## src/rtl/wb_arbiter.sv

```systemverilog
// Write-back arbiter and destination-register scoreboard.
// Arbitrates the single register-file write port between the ALU and the
// load/store unit with a round-robin pointer. The winning write is registered
// toward the register file. One busy bit per register records issued
// instructions whose result has not been written yet.
module wb_arbiter #(
    parameter int DATA_WIDTH = 32,
    parameter int ADDR_WIDTH = 5
) (
    input  logic                  clk_i,
    input  logic                  rst_ni,
    input  logic                  alu_valid_i,
    input  logic [ADDR_WIDTH-1:0] alu_rd_addr_i,
    input  logic [DATA_WIDTH-1:0] alu_rd_data_i,
    output logic                  alu_ready_o,
    input  logic                  lsu_valid_i,
    input  logic [ADDR_WIDTH-1:0] lsu_rd_addr_i,
    input  logic [DATA_WIDTH-1:0] lsu_rd_data_i,
    output logic                  lsu_ready_o,
    input  logic                  issue_i,
    input  logic [ADDR_WIDTH-1:0] issue_rd_addr_i,
    input  logic [ADDR_WIDTH-1:0] rs1_addr_i,
    input  logic [ADDR_WIDTH-1:0] rs2_addr_i,
    output logic                  rs1_busy_o,
    output logic                  rs2_busy_o,
    output logic                  rd_wren_o,
    output logic [ADDR_WIDTH-1:0] rd_addr_o,
    output logic [DATA_WIDTH-1:0] rd_data_o,
    output logic                  err_o
);

    localparam int NUM_REGS = 2 ** ADDR_WIDTH;

    // Despite its name, rst_ni is an active-high synchronous reset.
    logic                  srst;
    assign srst = rst_ni;

    // Round-robin pointer: 1 means the LSU wins the next contested cycle.
    logic                  prio_lsu_reg;
    logic                  prio_lsu_next;

    logic [NUM_REGS-1:0]   busy_reg;
    logic [NUM_REGS-1:0]   busy_next;

    logic                  rd_wren_reg;
    logic [ADDR_WIDTH-1:0] rd_addr_reg;
    logic [DATA_WIDTH-1:0] rd_data_reg;
    logic                  err_reg;
    logic                  err_next;

    logic                  contested;
    logic                  alu_grant;
    logic                  lsu_grant;
    logic                  any_grant;
    logic [ADDR_WIDTH-1:0] win_addr;
    logic [DATA_WIDTH-1:0] win_data;

    logic                  issue_hit;
    logic                  issue_waw;
    logic                  orphan_write;

    // Grant selection; nothing is granted while reset is held so a pending
    // request is dropped and must be re-presented.
    always_comb begin
        contested = alu_valid_i && lsu_valid_i;
        alu_grant = 1'b0;
        lsu_grant = 1'b0;
        if (!srst) begin
            if (contested) begin
                lsu_grant = prio_lsu_reg;
                alu_grant = !prio_lsu_reg;
            end else begin
                alu_grant = alu_valid_i;
                lsu_grant = lsu_valid_i;
            end
        end
        any_grant     = alu_grant || lsu_grant;
        win_addr      = lsu_grant ? lsu_rd_addr_i : alu_rd_addr_i;
        win_data      = lsu_grant ? lsu_rd_data_i : alu_rd_data_i;
        // The pointer moves only when both requesters competed.
        prio_lsu_next = (contested && !srst) ? !prio_lsu_reg : prio_lsu_reg;
    end

    assign alu_ready_o = alu_grant;
    assign lsu_ready_o = lsu_grant;

    // Per-register busy update: an issue setting the bit overrides the write
    // clearing it on the same edge. Register 0 never becomes busy.
    assign busy_next[0] = 1'b0;
    generate
        for (genvar gi = 1; gi < NUM_REGS; gi++) begin : g_busy
            logic set_bit;
            logic clr_bit;
            assign set_bit = issue_i && (issue_rd_addr_i == ADDR_WIDTH'(gi));
            assign clr_bit = rd_wren_reg && (rd_addr_reg == ADDR_WIDTH'(gi));
            assign busy_next[gi] = set_bit ? 1'b1 : (clr_bit ? 1'b0 : busy_reg[gi]);
        end
    endgenerate

    // Protocol checks. A register whose write is retiring on this very edge
    // is already in the file, so re-issuing it now is not a WAW violation.
    always_comb begin
        issue_hit    = issue_i && (issue_rd_addr_i != '0);
        issue_waw    = issue_hit && busy_reg[issue_rd_addr_i]
                       && !(rd_wren_reg && (rd_addr_reg == issue_rd_addr_i));
        orphan_write = any_grant && (win_addr != '0) && !busy_reg[win_addr];
        err_next     = err_reg || issue_waw || orphan_write;
    end

    // State update: pointer, scoreboard, registered write port and error flag.
    always_ff @(posedge clk_i) begin
        if (srst) begin
            prio_lsu_reg <= 1'b1;
            busy_reg     <= '0;
            rd_wren_reg  <= 1'b0;
            rd_addr_reg  <= '0;
            rd_data_reg  <= '0;
            err_reg      <= 1'b0;
        end else begin
            prio_lsu_reg <= prio_lsu_next;
            busy_reg     <= busy_next;
            err_reg      <= err_next;
            rd_wren_reg  <= any_grant && (win_addr != '0);
            if (any_grant) begin
                rd_addr_reg <= win_addr;
                rd_data_reg <= win_data;
            end
        end
    end

    assign rs1_busy_o = busy_reg[rs1_addr_i];
    assign rs2_busy_o = busy_reg[rs2_addr_i];
    assign rd_wren_o  = rd_wren_reg;
    assign rd_addr_o  = rd_addr_reg;
    assign rd_data_o  = rd_data_reg;
    assign err_o      = err_reg;

endmodule

```

## config.mk

```make
export PLATFORM = sky130hd
export DESIGN_NAME = wb_arbiter
export DESIGN_NICKNAME = d
export VERILOG_FILES = /design/src/rtl/wb_arbiter.sv
export SDC_FILE = /design/constraint.sdc
export NUM_CORES = 1
export LEC_CHECK = 0
export ABC_AREA = 1
export CAP_MARGIN = 0
export CORE_AREA = 2 2 102 104
export CTS_CLUSTER_DIAMETER = 30
export CTS_CLUSTER_SIZE = 10
export DETAILED_ROUTE_END_ITERATION = 10
export DIE_AREA = 0 0 104 106
export GPL_TIMING_DRIVEN = 0
export HOLD_SLACK_MARGIN = 0.05
export PLACE_DENSITY = 0.85
export SLEW_MARGIN = 20
export SYNTH_ARGS = -nofsm -noshare
export SYNTH_HDL_FRONTEND = slang
export SYNTH_SLANG_ARGS = --single-unit
export TNS_END_PERCENT = 10
```

## constraint.sdc

```tcl
create_clock -name clk_i -period 1.8 [get_ports clk_i]
set_input_delay 0.36 -clock clk_i [delete_from_list [all_inputs] [get_ports clk_i]]
set_output_delay 0.36 -clock clk_i [all_outputs]
set_load 0.01 [all_outputs]
```

---- Yosys cells after proc, flatten, opt, wreduce, memory -nomap -nowiden ----
Cells that the tools add are included.
Widths: inputs -> output; s select.
operators by class
  magnitude comparators ................... 4
  equality and inequality tests ........... 63
  muxes and demuxes ....................... 76
  reductions and logical operators ........ 110
operators by type and width
  cell                number
  $eq 5x5->1 const B  32
  $eq 5x4->1 const B  16
  $logic_and 1x1->1   70
  $mux 1              70
  $reduce_bool 2->1   31
  $eq 5x3->1 const B  8
  $mux 32             1
  $lt 5x6->1 const B  4
  $bmux 1 s5          4
  $eq 5x2->1 const B  4
  $eq 5x1->1 const B  2
  $reduce_bool 5->1   2
  $eq 5x5->1          1
  $mux 5              1
  $logic_not 1->1     4
  $logic_or 1x1->1    3
storage, ports and cells
  flip-flop bits (word level) ............. 72
  output and inout bits ................... 43

---- Depth between registers and ports, before layout ----
Gate-level depths: netlist of the first run.
  depth in word-level cells ............... 9
  gate-level depth with buffers ........... 14
  depth with buffers taken out ............ 14

---- Least setup slack after synthesis of the first run ----
No wires, ideal clock.
  path type ............................... input to output
  start ................................... input port rs1_addr_i[1]
  end ..................................... output port rs1_busy_o
  data arrival time ....................... 1.365 ns
  data required time ...................... 1.440 ns
  slack ................................... 0.075 ns
  stages on the path ...................... 8
  path buffers ............................ 1
  cells stage by stage .................... inv_1 clkbuf_1 o21ai_0 o211ai_1 nand3_1 o21ai_0 nor2_1 a31oi_1
on the way
  cells in the longest elaborated chain, start to end .. 2
ends and longest elaborated chain
  what                          RTL line  source
  start, declared               22        input logic [ADDR_WIDTH-1:0] rs1_addr_i,
  $bmux 1 s5                    131       assign rs1_busy_o = busy_reg[rs1_addr_i];
  $mux 1 (not written as such)  131
  end, declared                 24        output logic rs1_busy_o,
No other way between the ends. The select of a mux whose other input is x is not followed.

---- Worst setup path after layout of the first run ----
  start ................................... register busy_reg[19]
  end ..................................... output port rs1_busy_o
on the way
  cells in the longest elaborated chain, start to end .. 2
ends and longest elaborated chain
  what                          RTL line  source
  start, declared               42        logic [NUM_REGS-1:0] busy_reg;
  start signal, assigned        121       busy_reg <= busy_next;
  $bmux 1 s5                    131
  $mux 1 (not written as such)  131
No other way between the ends. The select of a mux whose other input is x is not followed.

==> results of run 1 <==
==> area by class of cell <==
cell class	instances	area (sq um)
Buffer	38	267
Clock buffer	9	124
Clock inverter	7	57.6
Fill cell	915	3370
Inverter	138	531
Multi-Input combinational cell	549	2610
Sequential cell	71	1470
Tap cell	136	170
Timing Repair Buffer	145	1400
==> synth_stat cells (all sizes together) (2+ instances only) <==
| cell | count |
|---|---|
| nand2 | 214 |
| inv | 138 |
| o21ai | 116 |
| a21oi | 101 |
| dfxtp | 71 |
| nand3 | 45 |
| nor2 | 43 |
| clkbuf | 28 |
| o22ai | 14 |
| buf | 10 |
| o211ai | 4 |
| a31oi | 2 |
| nand4 | 2 |
| xor2 | 2 |
==> cells by family after synthesis <==
family | count (synthesis) | share of synthesized area [%]
compound gates | 241 | 27.2
xor+xnor | 2 | 0.373
simple gates | 306 | 27.1
flops | 71 | 30.3
buf+inv | 176 | 15.1
==> critical path: stages (launching register included) <==
cell     delay (ps)
dfxtp_2         350
inv_2            80
o21ai_0         160
a21oi_1          60
o21ai_1         150
nand3_1          80
a31oi_1         160
buf_2           160
==> stage by stage <==
stage          instances  utilization, %  hold WS, ps
2_1_floorplan        796               -          450
3_3_place_gp        1067            62.2          460
3_5_place_dp        1067            62.2          466
4_1_cts             1091            65.9          289
5_1_grt             1093            66.3          303
6_report            1093            66.3          295
==> power groups by stage <==
stage	Combinational [mW]	Clock (mW)	Sequential, mW
detailed placement	1.16	0	1.77
global placement	1.15	0	1.76
finish	1.21	1.19	1.73
global route	1.32	1.27	1.74
floorplan	0.555	0	1.79
CTS	1.19	1.19	1.73
==> repair_timing <==
action                                  in CTS  in global routing
endpoints found under the setup margin      41                 10
gates cloned                                 1                  0
buffers inserted                             7                  2
pin swaps                                    6                  2
gates resized for setup                    128                 16
==> metal layers <==
layer / vias up / share of wire, % / track usage (%)
li1: 2868 / - / -
met1: 2509 / 39 / 36.5
met2: 336 / 45 / 47.8
met3: 76 / 10 / 6.56
met4: 0 / 5.6 / 17.9
met5: - / 0 / 0
==> how the worst min path moves through the flow <==
stage / endpoint / cells after the start / slack, ps
4_1_cts: prio_lsu_reg / 3 / 290
3_3_place_gp: busy_reg[10] / 2 / 460
6_report: prio_lsu_reg / 3 / 290
5_1_grt: prio_lsu_reg / 3 / 300
3_5_place_dp: busy_reg[6] / 2 / 470
2_1_floorplan: busy_reg[19] / 2 / 450
==> results.tsv, run 1 <==
metric	value	unit
mostFrequentLayoutCells	nand2_1 (207), inv_1 (124), clkdlybuf4s50_1 (121)	
final_common_cell	nand2_1	
hp-class	in2reg	
internal_power	2.74	mW
switchingPower	1.39	mW
finClkSkew	15.2	ps
ir_drop	334	uV
grt_start_max_net_pins	15	
rr_startpoint	prio_lsu_reg	
dieArea	11000	sq um
rr_worst_depth	13	
gr-total-overflow	0	
num_rows	37	
ctsHoldBuffers	0	
synth_area	4700	sq um
synth_top_area_share	30.3	%
drt-total-wl	16500	um
power_frac_comb	29.3	%
maxCapViolations	0	
cts_root_buffer	clkbuf_8	
synth-edff-count	0	
p_seq_share	41.9	%
vias_per_cell	5.30	
critPathLaunch	busy_reg[19]	
ys_seq_area_share	30.3	%
drc_errors	0	
wl_per_cell	15.1	um
final_area	6630	sq um
yosysWarnings	0	
max-slew-margin-rel	63.5	%
syn-num-nets	890	
hpwlAfterDp	12200	um
synthFlopType	dfxtp_1	
rrSetupSlack	10	ps
grt_pass1_vias	5301	
end_kind	output pin	
core	10000	sq um
largest_reg_flops	32	
crit_type	reg2out	
cp_max_fo	4	
clock_path_buffers	2	
min-delay-start	rst_ni	
die_h	106	um
track_usage	29.7	%
dr.pass1.iters	5	
htree_levels	3	
start_util	47.0	%
drive_gt1_share	12.1	%
grt_pass1_wl	26200	um
die_x	104	um
critPathLaunchType	flip-flop	
cts_tree	yes	
drv_slew	0	
fin_crit	1920	ps
violations	setup timing	
clock_power_share	28.8	%
setup_tns	-222	ps
antennaDiodeCount	0	
finalHoldViolCount	0	
dp_slack	-1100	ps
top_level_ports	137	
syn-instance-count	796	
vias	5789	
drtIter0Drc	473	
required	1440	ps
placed_area	6220	sq um
endpoint	rs1_busy_o	
worst_slew_pin_slew	547	ps
syn2layout_area_growth	41.2	%
timing.final.crit_share	107	%
synth.avg_cell_area	5.90	sq um
async_flop_share	0	%
worstReg2RegEnd	err_o	
netSwitchingFraction	33.6	%
clkTransAtPathRegs	90	ps
rsz0062_at_grt	yes	
synth_seq_cells	71	
cts_buffers	9	
p_per_area	622	nW/um^2
antenna_found_initial	0	
portBuffers	135	
place_congestion	1.01	
nets	1046	
ys_top_cells_by_area	dfxtp_1 (30%), nand2_1 (17%), o21ai_0 (12%), inv_1 (11%), a21oi_1 (11%)	
max_freq	521	MHz
synth_top_area_cell	dfxtp_1	
leakage	3.00	nW
clock_latency	370	ps
totalPowerFinal	4.12	mW
final_antenna_net_count	0	
fin_ws	-121	ps
status	finished with violations	
clkSinkCount	71	
arrival	1560	ps
setup-violations-final	2	
ys_types	34	
Note: power is estimated with default switching activity, not from simulation.
==> run 2: changes to the inputs <==
--- a/config.mk
+++ b/config.mk
@@ -13,7 +13,6 @@
 export DETAILED_ROUTE_END_ITERATION = 10
 export DIE_AREA = 0 0 104 106
 export GPL_TIMING_DRIVEN = 0
-export HOLD_SLACK_MARGIN = 0.05
 export PLACE_DENSITY = 0.85
 export SLEW_MARGIN = 20
 export SYNTH_ARGS = -nofsm -noshare
==> results of run 2 <==
Final layout, timing and power as in run 1 (identical DEF).
